**src/rtl/mont_xfer_pkg.sv**
```systemverilog
// Shared types and helpers for the Montgomery-domain converter.
// Optional input checking is enabled by defining MONT_XFER_CHECK_EN.
package mont_xfer_pkg;

  typedef enum logic [1:0] {
    IDLE = 2'd0,
    RUN  = 2'd1,
    DONE = 2'd2
  } state_t;

  localparam logic MODE_TO_MONT = 1'b1;
  localparam logic MODE_TO_REG  = 1'b0;

  // Never narrower than one bit, so SHIFTS=1 still gets a counter.
  function automatic int clog2(input int n);
    int w;
    w = 1;
    while ((1 << w) < n) w++;
    return w;
  endfunction

endpackage

```
**src/rtl/mont_xfer_lane.sv**
```systemverilog
// One residue channel: pre-reduce on load, then a modular
// double (into Montgomery form) or halve (out of it) per step.
module mont_xfer_lane
  import mont_xfer_pkg::*;
#(
  parameter int WIDTH = 32
) (
  input  logic             clk,
  input  logic             reset,
  input  logic             i_load,
  input  logic             i_step,
  input  logic             i_mode,
  input  logic [WIDTH-1:0] i_prime,
  input  logic [WIDTH-1:0] i_x,
  output logic [WIDTH-1:0] o_x
);

  logic [WIDTH-1:0] r_x;
  logic [WIDTH:0]   w_pz;
  logic [WIDTH:0]   w_xz;
  logic [WIDTH:0]   w_d;
  logic [WIDTH:0]   w_s;
  logic [WIDTH-1:0] w_pre;
  logic [WIDTH-1:0] w_dbl;
  logic [WIDTH-1:0] w_hlv;

  assign w_pz = {1'b0, i_prime};
  assign w_xz = {1'b0, i_x};
  assign w_d  = {r_x, 1'b0};
  // Adding P to an odd value keeps the halving exact.
  assign w_s  = {1'b0, r_x} + (r_x[0] ? w_pz : '0);

  always_comb begin
    w_pre = WIDTH'((w_xz >= w_pz) ? w_xz - w_pz : w_xz);
    w_dbl = WIDTH'((w_d >= w_pz) ? w_d - w_pz : w_d);
    w_hlv = WIDTH'(w_s >> 1);
  end

  always_ff @(posedge clk) begin
    if (reset) begin
      r_x <= '0;
    end else if (i_load) begin
      r_x <= w_pre;
    end else if (i_step) begin
      r_x <= (i_mode == MODE_TO_MONT) ? w_dbl : w_hlv;
    end
  end

  assign o_x = r_x;

endmodule

```
**src/rtl/mont_domain_xfer.sv**
```systemverilog
// NCH-channel bit-serial Montgomery-domain converter, R = 2^SHIFTS.
// Define MONT_XFER_CHECK_EN to build the input-check err flag.
module mont_domain_xfer
  import mont_xfer_pkg::*;
#(
  parameter int WIDTH  = 32,
  parameter int NCH    = 3,
  parameter int SHIFTS = WIDTH
) (
  input  logic                 clk,
  input  logic                 reset,
  input  logic                 in_valid,
  output logic                 in_ready,
  input  logic                 to_mont,
  input  logic [WIDTH-1:0]     prime,
  input  logic [NCH*WIDTH-1:0] x_in,
  output logic                 out_valid,
  input  logic                 out_ready,
  output logic [NCH*WIDTH-1:0] x_out,
  output logic                 err
);

  localparam int CW = clog2(SHIFTS);

  state_t           r_state;
  logic [CW-1:0]    r_cnt;
  logic             r_in_ready;
  logic             r_out_valid;
  logic             r_mode;
  logic [WIDTH-1:0] r_prime;

  logic             w_accept;
  logic             w_step;
  logic             w_last;
  logic [WIDTH-1:0] w_prime;

  assign w_accept = (r_state == IDLE) && in_valid;
  assign w_step   = (r_state == RUN);
  assign w_last   = (r_cnt == CW'(SHIFTS - 1));
  // Pre-reduction on load needs the prime before it is latched.
  assign w_prime  = (r_state == IDLE) ? prime : r_prime;

  always_ff @(posedge clk) begin
    if (reset) begin
      r_state     <= IDLE;
      r_cnt       <= '0;
      r_in_ready  <= 1'b1;
      r_out_valid <= 1'b0;
      r_mode      <= MODE_TO_MONT;
      r_prime     <= '0;
    end else begin
      unique case (r_state)
        IDLE: begin
          if (in_valid) begin
            r_state    <= RUN;
            r_cnt      <= '0;
            r_in_ready <= 1'b0;
            r_mode     <= to_mont;
            r_prime    <= prime;
          end
        end
        RUN: begin
          r_cnt <= r_cnt + 1'b1;
          if (w_last) begin
            r_state     <= DONE;
            r_out_valid <= 1'b1;
          end
        end
        DONE: begin
          if (out_ready) begin
            r_state     <= IDLE;
            r_out_valid <= 1'b0;
            r_in_ready  <= 1'b1;
          end
        end
        default: begin
          r_state     <= IDLE;
          r_out_valid <= 1'b0;
          r_in_ready  <= 1'b1;
        end
      endcase
    end
  end

  assign in_ready  = r_in_ready;
  assign out_valid = r_out_valid;

  for (genvar k = 0; k < NCH; k++) begin : g_lane
    mont_xfer_lane #(
      .WIDTH(WIDTH)
    ) u_lane (
      .clk    (clk),
      .reset  (reset),
      .i_load (w_accept),
      .i_step (w_step),
      .i_mode (r_mode),
      .i_prime(w_prime),
      .i_x    (x_in[k*WIDTH +: WIDTH]),
      .o_x    (x_out[k*WIDTH +: WIDTH])
    );
  end

`ifdef MONT_XFER_CHECK_EN
  logic r_err;
  logic w_bad;

  always_comb begin
    w_bad = ~prime[0] | (prime < WIDTH'(3));
    for (int k = 0; k < NCH; k++) begin
      if ({1'b0, x_in[k*WIDTH +: WIDTH]} >= {prime, 1'b0}) begin
        w_bad = 1'b1;
      end
    end
  end

  always_ff @(posedge clk) begin
    if (reset) begin
      r_err <= 1'b0;
    end else if (w_accept) begin
      r_err <= w_bad;
    end
  end

  assign err = r_err;
`else
  assign err = 1'b0;
`endif

endmodule

```
**config.mk**
```make
export PLATFORM = sky130hd
export DESIGN_NAME = mont_domain_xfer
export DESIGN_NICKNAME = d
export VERILOG_FILES = /design/src/rtl/mont_xfer_pkg.sv /design/src/rtl/mont_xfer_lane.sv /design/src/rtl/mont_domain_xfer.sv
export SDC_FILE = /design/constraint.sdc
export NUM_CORES = 1
export LEC_CHECK = 0
export CORE_ASPECT_RATIO = 1.2
export CORE_MARGIN = 8
export CORE_UTILIZATION = 50
export CTS_CLUSTER_DIAMETER = 150
export DETAILED_ROUTE_END_ITERATION = 6
export GPL_ROUTABILITY_DRIVEN = 1
export PLACE_DENSITY = 0.71
export SYNTH_ARGS = -nofsm -noshare
export SYNTH_HDL_FRONTEND = slang
export SYNTH_HIERARCHICAL = 1
export SYNTH_SLANG_ARGS = --single-unit
```
**constraint.sdc**
```tcl
create_clock -name clk -period 5.1 [get_ports clk]
set_input_delay 1.275 -clock clk [delete_from_list [all_inputs] [get_ports clk]]
set_output_delay 1.275 -clock clk [all_outputs]
set_load 0.02 [all_outputs]
```
After elaboration in Yosys (flattened, before gate mapping)
Index checks and enable logic that the tools add are counted.
W data, S select, Z words.
{"block": "word_totals", "in_bits": 133, "elab_cells": 73, "reg_bits": 138, "output_inout_bits": 99}
{"block": "classes", "n_eq_ne": 6, "reduce_logical": 9, "muxes": 31, "bitwise_logic": 2, "order_cmp": 6, "add_sub_neg": 10}
{"op": "$mux W32", "count": 19}
{"op": "$sub A32 B32 Y32", "count": 6}
{"op": "$add A32 B32 Y33", "count": 3}
{"op": "$ge A33 B32 Y1", "count": 3}
{"op": "$ge A32 B32 Y1", "count": 3}
{"op": "$pmux W5 S2", "count": 1}
{"op": "$reduce_and A3 Y1", "count": 3}
{"op": "$mux W2", "count": 3}
{"op": "$ne A2 B2 Y1 const B", "count": 3}
{"op": "$pmux W1 S3", "count": 2}
{"op": "$pmux W2 S3", "count": 1}
{"op": "$add A5 B1 Y5 const B", "count": 1}
{"op": "$eq A5 B5 Y1 const B", "count": 1}
{"op": "$mux W5", "count": 1}
{"op": "$mux W1", "count": 4}
{"op": "$reduce_and A2 Y1", "count": 2}
{"op": "$reduce_bool A2 Y1", "count": 2}
{"op": "$eq A2 B1 Y1 const B", "count": 1}
{"op": "$eq A2 B2 Y1 const B", "count": 1}
{"op": "$logic_not A2 Y1", "count": 1}
{"op": "$not A1 Y1", "count": 2}
{"op": "$logic_and A1 B1 Y1", "count": 1}

Logic depth before layout (Yosys ltp)
Gate-level depths: netlist of the first run.
{"block": "depth", "depth_word": 7, "mapped_depth": 19, "depth_no_buf": 15}

By module
Netlist of the first run, hierarchy kept.
{"module": "mont_xfer_lane at g_lane[2].u_lane", "cells_per_inst": 1094, "instances": 1, "seq_area_each_um2": 640.6, "area_each_um2": 7698.6}
{"module": "mont_xfer_lane at g_lane[1].u_lane", "cells_per_inst": 1083, "instances": 1, "seq_area_each_um2": 640.6, "area_each_um2": 7514.7}
{"module": "mont_xfer_lane at g_lane[0].u_lane", "cells_per_inst": 1077, "instances": 1, "seq_area_each_um2": 640.6, "area_each_um2": 7393.3}
{"module": "mont_domain_xfer", "cells_per_inst": 230, "instances": 1, "seq_area_each_um2": 840.8, "area_each_um2": 2163.3}

Least setup slack after synthesis of the first run
OpenSTA, ideal clock, no wires.
{"block": "synth_path", "kind": "input port to flip-flop", "start": "in prime[1]", "end": "reg g_lane[1].u_lane.r_x[27]", "path_stages": 13, "path_slack_ps": 512, "arrival_time_ps": 4496, "path_buffers": 0, "setup_time_ps": 92, "required_ps": 5008, "cell_sequence": "mux2_2 > ha_1 > fa_1 > a211oi_1 > o21ai_0 > a41oi_1 > o21ai_2 > a211oi_2 > o21ai_2 > a211oi_1 > mux2i_1 > nor3_1 > nor4_1"}
{"block": "synth_between", "elab_chain_len": 6, "word_cells_on_any_way": 12, "cone_classes": "3 x add/sub; 2 x order compare; 7 x mux"}
{"element": "start, declared", "line": "mont_domain_xfer.sv:15", "rtl": "input logic [WIDTH-1:0] prime,"}
{"element": "$mux W32 *", "line": "mont_domain_xfer.sv:41", "rtl": "assign w_prime = (r_state == IDLE) ? prime : r_prime;"}
{"element": "$mux W32, or another cell as far along", "line": "mont_xfer_lane.sv:31", "rtl": "assign w_s = {1'b0, r_x} + (r_x[0] ? w_pz : '0);"}
{"element": "$add A32 B32 Y33 or $mux W32 (tied branches)", "line": "mont_xfer_lane.sv:31, mont_xfer_lane.sv:35"}
{"element": "$mux W32", "line": "mont_xfer_lane.sv:45", "rtl": "r_x <= (i_mode == MODE_TO_MONT) ? w_dbl : w_hlv;"}
{"element": "$mux W32", "line": "mont_xfer_lane.sv:44", "rtl": "end else if (i_step) begin"}
{"element": "$mux W32 *", "line": "mont_xfer_lane.sv:42", "rtl": "end else if (i_load) begin"}
{"element": "end signal, assigned", "line": "mont_xfer_lane.sv:43", "rtl": "r_x <= w_pre;"}
{"element": "end signal, assigned", "line": "mont_xfer_lane.sv:45"}
{"element": "end, declared", "line": "mont_xfer_lane.sv:18", "rtl": "logic [WIDTH-1:0] r_x;"}
Mark *: on every way between the ends. The rest lies on a longest branch, timed or not. The select of a mux whose other input is x is not followed.
A chain may end at the register's enable or synchronous reset.

Final worst setup path of the first run
{"block": "layout_path", "start": "in prime[1]", "end": "reg g_lane[0].u_lane.r_x[29]"}
{"block": "layout_between", "elab_chain_len": 6, "word_cells_on_any_way": 12, "cone_classes": "3 x add/sub; 2 x order compare; 7 x mux"}
{"element": "$mux W32 *", "line": "mont_domain_xfer.sv:41"}
{"element": "via w_prime[1]", "line": "mont_domain_xfer.sv:35", "rtl": "logic [WIDTH-1:0] w_prime;"}
{"element": "$mux W32, or another cell as far along", "line": "mont_xfer_lane.sv:31"}
{"element": "$add A32 B32 Y33 or $mux W32 (tied branches)", "line": "mont_xfer_lane.sv:31, mont_xfer_lane.sv:35"}
{"element": "$mux W32", "line": "mont_xfer_lane.sv:45"}
{"element": "$mux W32", "line": "mont_xfer_lane.sv:44"}
{"element": "$mux W32 *", "line": "mont_xfer_lane.sv:42"}
{"element": "end signal, assigned", "line": "mont_xfer_lane.sv:43"}
{"element": "end signal, assigned", "line": "mont_xfer_lane.sv:45"}
{"element": "end, declared", "line": "mont_xfer_lane.sv:18"}
The timed path passes the listed nets; every way through them passes the cells marked *. The select of a mux whose other input is x is not followed.

==> results of run 1 <==
==> where the power goes <==
part | switching (mW) | internal [mW]
registers | 0.275 | 1.22
clock network | 0.610 | 0.680
logic | 3.47 | 2.84
==> logic make-up after synthesis <==
group | Yosys count | synth area share, %
buffers and inverters | 358 | 6.03
AOI/OAI and AO/OA | 1250 | 33.7
and+or+nand+nor | 1087 | 20.4
other | 1 | 0.0151
muxes | 121 | 5.21
DFF | 138 | 11.2
xor gates and xnor gates | 230 | 8.13
adders and majority gates | 299 | 15.4
==> state kept, by name, summed over array words and instances, names as in the netlist <==
signal             flops
r_prime               32
r_mode                 1
in_ready               1
out_valid              1
g_lane.u_lane/o_x     96
r_state                2
r_cnt                  5
==> worst max-delay path, delay by kind of cell <==
| family | cells | cell delay (ns) |
|---|---|---|
| muxes | 1 | 0.39 |
| AOI/OAI and AO/OA | 7 | 1.81 |
| adders and majority gates | 2 | 0.72 |
| and+or+nand+nor | 3 | 0.53 |
| buffers and inverters | 1 | 0.48 |
==> path summary, 6_finish.rpt <==
| path | endpoint | slack [ns] | depth (start not counted) |
|---|---|---|---|
| max | g_lane[0].u_lane/o_x[29] | 0.24 | 14 |
| min | r_prime[12] | 0.46 | 2 |
| max reg2reg | g_lane[1].u_lane/o_x[3] | 0.44 | 19 |
| min reg2reg | r_prime[12] | 0.46 | 2 |
==> routing by layer <==
layer | vias up | global-route usage [%] | wire length, um
met5 | - | 0 | 0
met4 | 0 | 19.5 | 5980
met3 | 313 | 4.66 | 7180
met2 | 1252 | 54.5 | 44600
met1 | 13300 | 41.0 | 40300
li1 | 13800 | - | -
==> layout by cell type, fill, tap and decap left out, drive strengths merged, types with 85 or more instances in the layout <==
cell type      instances
clkdlybuf4s50        229
buf                  391
xor2                  85
ha                   290
inv                  193
nor2                 354
xnor2                145
nand3                 87
o21ai                229
a211oi                93
a21o                 119
dfxtp                138
nand2                334
a21oi                381
==> final cells by class <==
class,count,share of cell area [%]
diodes,2,0.0163
clock buffers,18,1.40
clock inverters,14,0.444
inverters,189,2.33
multi-input cells,2988,66.9
flip-flops and latches,138,9.00
well taps,637,2.59
repair buffers,620,17.4
==> results.toml, run 1 <==
[final_layout]
fin_cells = 4606
area_growth_pct = 24.1
postLayoutCoreUtil_pct = 62.6
multiInputGateArea_um2 = 20600
drive_above_1_share_pct = 15.1
final_area_um2 = 30700
nets = 4386
fillers = 4617
regArea_um2 = 2770

[clocking]
cts.hold.buffers_added = 0
htree_levels = 4
clk_latency_ns = 0.48
cts_resized = 0
post_cts_buffers = 0
root_buffer = "clkbuf_16"
cts_buffer_depth = 2
cts.clk_slew.worst_paths_ns = 0.07
cts_tree = "built"
cts_buffers = 17
clock_sinks = 138

[pwr]
leakagePower_nw = 13.7
pwr_density_cell_nw_per_um2 = 296
peakVddDrop_mv = 0.242
total_power_mw = 9.09

[synth]
ys.flop_type = "dfxtp_1"
synth_cell_type_count = 109
synthArstFlopShare_pct = 0
avgSynthCellArea_um2 = 7.11
syn-cell-area_um2 = 24800
seq_area_frac_synth_pct = 11.2
yosysTopAreaCell = "ha_1"
synth_top_area_share_pct = 14.6
ys_ff_latch = 138
yosys-top-cells-area = "ha_1, dfxtp_1, a21oi_1"
syn_inst = 3484
yosysWarnings = 6
synth_edf_count = 0
syn_nets = 3916
ys_top_cells_by_count = "a21oi_1, nor2_1, nand2_1"

[timing]
slew_viol_final = 0
period_needed_ns = 4.86
clock_skew_ns = 0.0115
timing.hold.ws_ns = 0.457
clock.fmax_ghz = 0.206
rsz0062_at_grt = "false"
final-setup-viol-count = 0
finalHoldViolations = 0
worst-slew-pin-transition_ns = 1.21
relSlewSlack_pct = 19.0
finalSetupTns_ns = 0
worst_slack_ns = 0.242
fin_crit_sh_pct = 95.3

[run]
drv_cap = 0

[global_routing]
antenna_found_initial = 1
grt_max_degree = 53
grt.overflow.total = 0
grt_pass1_wl_um = 151000
grt_pass1_vias = 27600
grt.total_usage_pct = 33.2

[routing]
drc = 1
wirelength_um = 98000
postRouteAntennaNets = 0
drtPass1Iterations = 7
wl_per_cell_um = 21.3
vias = 28700
drtIter0Drc = 2320
vias_per_cell = 6.22

[run_status]
status = "finished with violations"
violations = "design-rule violations"

[critical_path]
start_kind = "primary input"
crit_chain = "clkdlybuf4s50_1 -> mux2_4 -> ha_1 -> fa_1 -> a211oi_1 -> o21a_1 -> o211a_1 -> nor2_1 -> a311o_1 -> a2111oi_0 -> nor2b_1 -> or3_1 -> a21oi_1 -> o32ai_1"
crit_arrival_ns = 5.21
criticalPathCategory = "in2reg"
cp-end-kind = "flip-flop"
crit_start = "prime[1]"
crit_fanout = 7
critical-path-max-stage-delay_ns = 0.49
slowest_stage = "a2111oi_0"
cp.required_ns = 5.45
r2r-start = "r_state[1]"

[placed_design]
dp.cells = 4572
dp_slack_ns = -0.300
dp_hpwl_um = 80000
place_area_um2 = 30200
place.gp.congestion = 0.996
place.port_buffers = 230

[die]
initial_core_util_pct = 50.4
fp.dieH_um = 260
dieArea_um2 = 56900
core-area_um2 = 49100
die_w_um = 219
io_pins = 232
rows = 89

[min_path]
hp-class = "reg2reg"
hold_start = "r_prime[12]"
Power figures use the tool's default switching activity.
==> run 2, diff against run 1 <==
--- a/config.mk
+++ b/config.mk
@@ -6,11 +6,11 @@
 export NUM_CORES = 1
 export LEC_CHECK = 0
 export CORE_ASPECT_RATIO = 1.2
-export CORE_MARGIN = 8
 export CORE_UTILIZATION = 50
 export CTS_CLUSTER_DIAMETER = 150
 export DETAILED_ROUTE_END_ITERATION = 6
 export GPL_ROUTABILITY_DRIVEN = 1
+export HOLD_SLACK_MARGIN = 0.05
 export PLACE_DENSITY = 0.71
 export SYNTH_ARGS = -nofsm -noshare
 export SYNTH_HDL_FRONTEND = slang
==> run 2 against run 1 <==
  * The flow now finishes without violations
  * Via count is 0.13% lower
  * Global-route usage is 3.4 points higher
  * Worst hold slack worse by 0.0033 ns
  * Sequential power hardly changed
  * Critical endpoint unchanged
  * Largest cell class unchanged
  * Largest power group unchanged
==> results.toml, run 2 (synthesis results as in run 1) <==
[critical_path]
crit_chain = "clkdlybuf4s50_1 -> mux2_2 -> ha_1 -> fa_1 -> a211oi_1 -> o21a_1 -> o211a_1 -> nor2_1 -> a311o_1 -> a2111oi_1 -> buf_4 -> nor2b_1 -> or3_1 -> a21oi_1 -> o32ai_1"
reg2reg_depth = 17
cp.required_ns = 5.45
crit_path_end = "g_lane[0].u_lane/o_x[29]"
r2r-start = "r_state[0]"
cp-end-kind = "flip-flop"
crit_arrival_ns = 5.33
crit_fanout = 4
critical-path-max-stage-delay_ns = 0.48
criticalPathCategory = "in2reg"
slowest_stage = "clkdlybuf4s50_1"
path_buf_inv = 2
crit_start = "prime[1]"
r2r-end = "g_lane[1].u_lane/o_x[28]"
critical-path-top-delay-family = "compound AO/OA/AOI/OAI gates"
start_kind = "primary input"
r2r_slack_ns = 0.55
cp.depth = 15

[die]
die_w_um = 205
io_pins = 232
dieArea_um2 = 50400
initial_core_util_pct = 50.6
rows = 89
core-area_um2 = 49000
fp.dieH_um = 246

[routing]
vias = 28600
wirelength_um = 94300
drtIter0Drc = 2495
postRouteAntennaNets = 0
drc = 0
vias_per_cell = 6.22
wl_per_cell_um = 20.5
drtPass1Iterations = 7

[global_routing]
antenna_found_initial = 4
grt.total_usage_pct = 36.6
use_met3_pct = 4.69
busiest_layer = "met2"
grt_max_degree = 58
grt_pass1_vias = 26700
grt_pass1_wl_um = 145000
grt_use_met2_pct = 61.5
grt.overflow.total = 0
use_met1_pct = 45.6

[placed_design]
place.gp.congestion = 0.992
place.port_buffers = 230
dp.cells = 4566
dp_hpwl_um = 76100

[final_layout]
final_cell_mix = "buf_4, nor2_1, a21oi_1"
fin_cells = 4602
multiInputGateArea_um2 = 20600
area_growth_pct = 24.0
largest_register_ffs = 96
nets = 4380
postLayoutCoreUtil_pct = 62.7
fillers = 4539
drive_above_1_share_pct = 15.0
regArea_um2 = 2770
final_common_cell = "buf_4"

[pwr]
leakagePower_nw = 13.7
clkPwrFrac_pct = 14.2
total_power_mw = 9.08
pwr_density_cell_nw_per_um2 = 296
netSwitchingFraction_pct = 47.8
switchingPower_mw = 4.34
p_seq_share_pct = 16.5
comb_power_share_pct = 69.2
p_int_mw = 4.74
peakVddDrop_mv = 0.296

[clocking]
clk_latency_ns = 0.48
cts.clk_slew.worst_paths_ns = 0.07
clock_sinks = 138
cts_buffers = 17
cts_tree = "built"
root_buffer = "clkbuf_16"
htree_levels = 4
post_cts_buffers = 0
cts_buffer_depth = 2
cts.hold.buffers_added = 0

[timing]
rsz0062_at_grt = "false"
clock_skew_ns = 0.0100
relSlewSlack_pct = 35.3
clock.fmax_ghz = 0.201
finalHoldViolations = 0
period_needed_ns = 4.98
fin_crit_sh_pct = 97.7
slew_viol_final = 0
worst-slew-pin-transition_ns = 0.968
final-setup-viol-count = 0

[run]
drv_cap = 0

[run_status]
status = "finished, final reports clean"

[min_path]
hp-class = "reg2reg"
==> run 2: cell count changes in the layout (fill, tap and decap cells not counted), moves of 2 or more <==
cell | before | now
buf_4 | 382 | 377
a2111oi_0 | 10 | 8
a2111oi_1 | 2 | 4
clkinv_4 | 0 | 2
clkinvlp_4 | 6 | 4
diode_2 | 2 | 4
inv_6 | 7 | 5
==> run 2: tightest hold or removal path: stages, from the launching register on <==
cell and delay [ns]:
dfxtp_1 0.31, nand2_1 0.05, a21oi_1 0.05
==> run 2: worst min-delay path by stage <==
| stage | start | to | slack (ns) | depth (start not counted) |
|---|---|---|---|---|
| final | r_prime[11] | r_prime[11] | 0.45 | 2 |
| after global routing | r_prime[24] | r_prime[24] | 0.48 | 2 |
| after global placement | r_prime[12] | r_prime[12] | 0.44 | 2 |
| after detailed placement | r_prime[11] | r_prime[11] | 0.45 | 2 |
| after floorplan | r_prime[10] | r_prime[10] | 0.43 | 2 |
| after CTS | r_prime[11] | r_prime[11] | 0.46 | 2 |
==> run 2: per-stage QoR <==
| step | area [um^2] | setup WS (ns) | TNS [ns] | hold slack, ns |
|---|---|---|---|---|
| after floorplan | 24800 | 0.512 | 0 | 0.434 |
| after global placement | 30100 | -0.372 | -13.04 | 0.440 |
| after detailed placement | 30100 | -0.370 | -16.92 | 0.447 |
| after CTS | 30700 | 0.103 | 0 | 0.456 |
| after global routing | 30700 | 0.0195 | 0 | 0.481 |
| final | 30700 | 0.120 | 0 | 0.453 |
==> run 2: area by class of cell <==
cell class | count | area share (%)
diodes | 4 | 0.0326
clock inverters | 14 | 0.448
multi-input cells | 2988 | 67.0
inverters | 189 | 2.33
repair buffers | 614 | 17.2
flip-flops and latches | 138 | 9.01
clock buffers | 18 | 1.40
well taps | 637 | 2.59
==> run 2: timing repair <==
action	in CTS	in global routing
endpoints found under the hold margin	0	0
setup endpoints to repair	0	9
resized for setup	0	8
==> run 2: per-layer routing <==
metal	vias up	wire [um]
met5	-	0
met4	0	4820
met3	265	6860
met2	1287	44000
met1	13300	38700
li1	13800	-
==> run 2: power groups by stage <==
stage | sequential [mW] | clock [mW] | combinational [mW]
floorplan | 1.53 | 0 | 3.91
global placement | 1.51 | 0 | 6.09
detailed placement | 1.51 | 0 | 6.13
CTS | 1.49 | 1.30 | 6.17
global route | 1.51 | 1.34 | 6.82
finish | 1.50 | 1.29 | 6.29
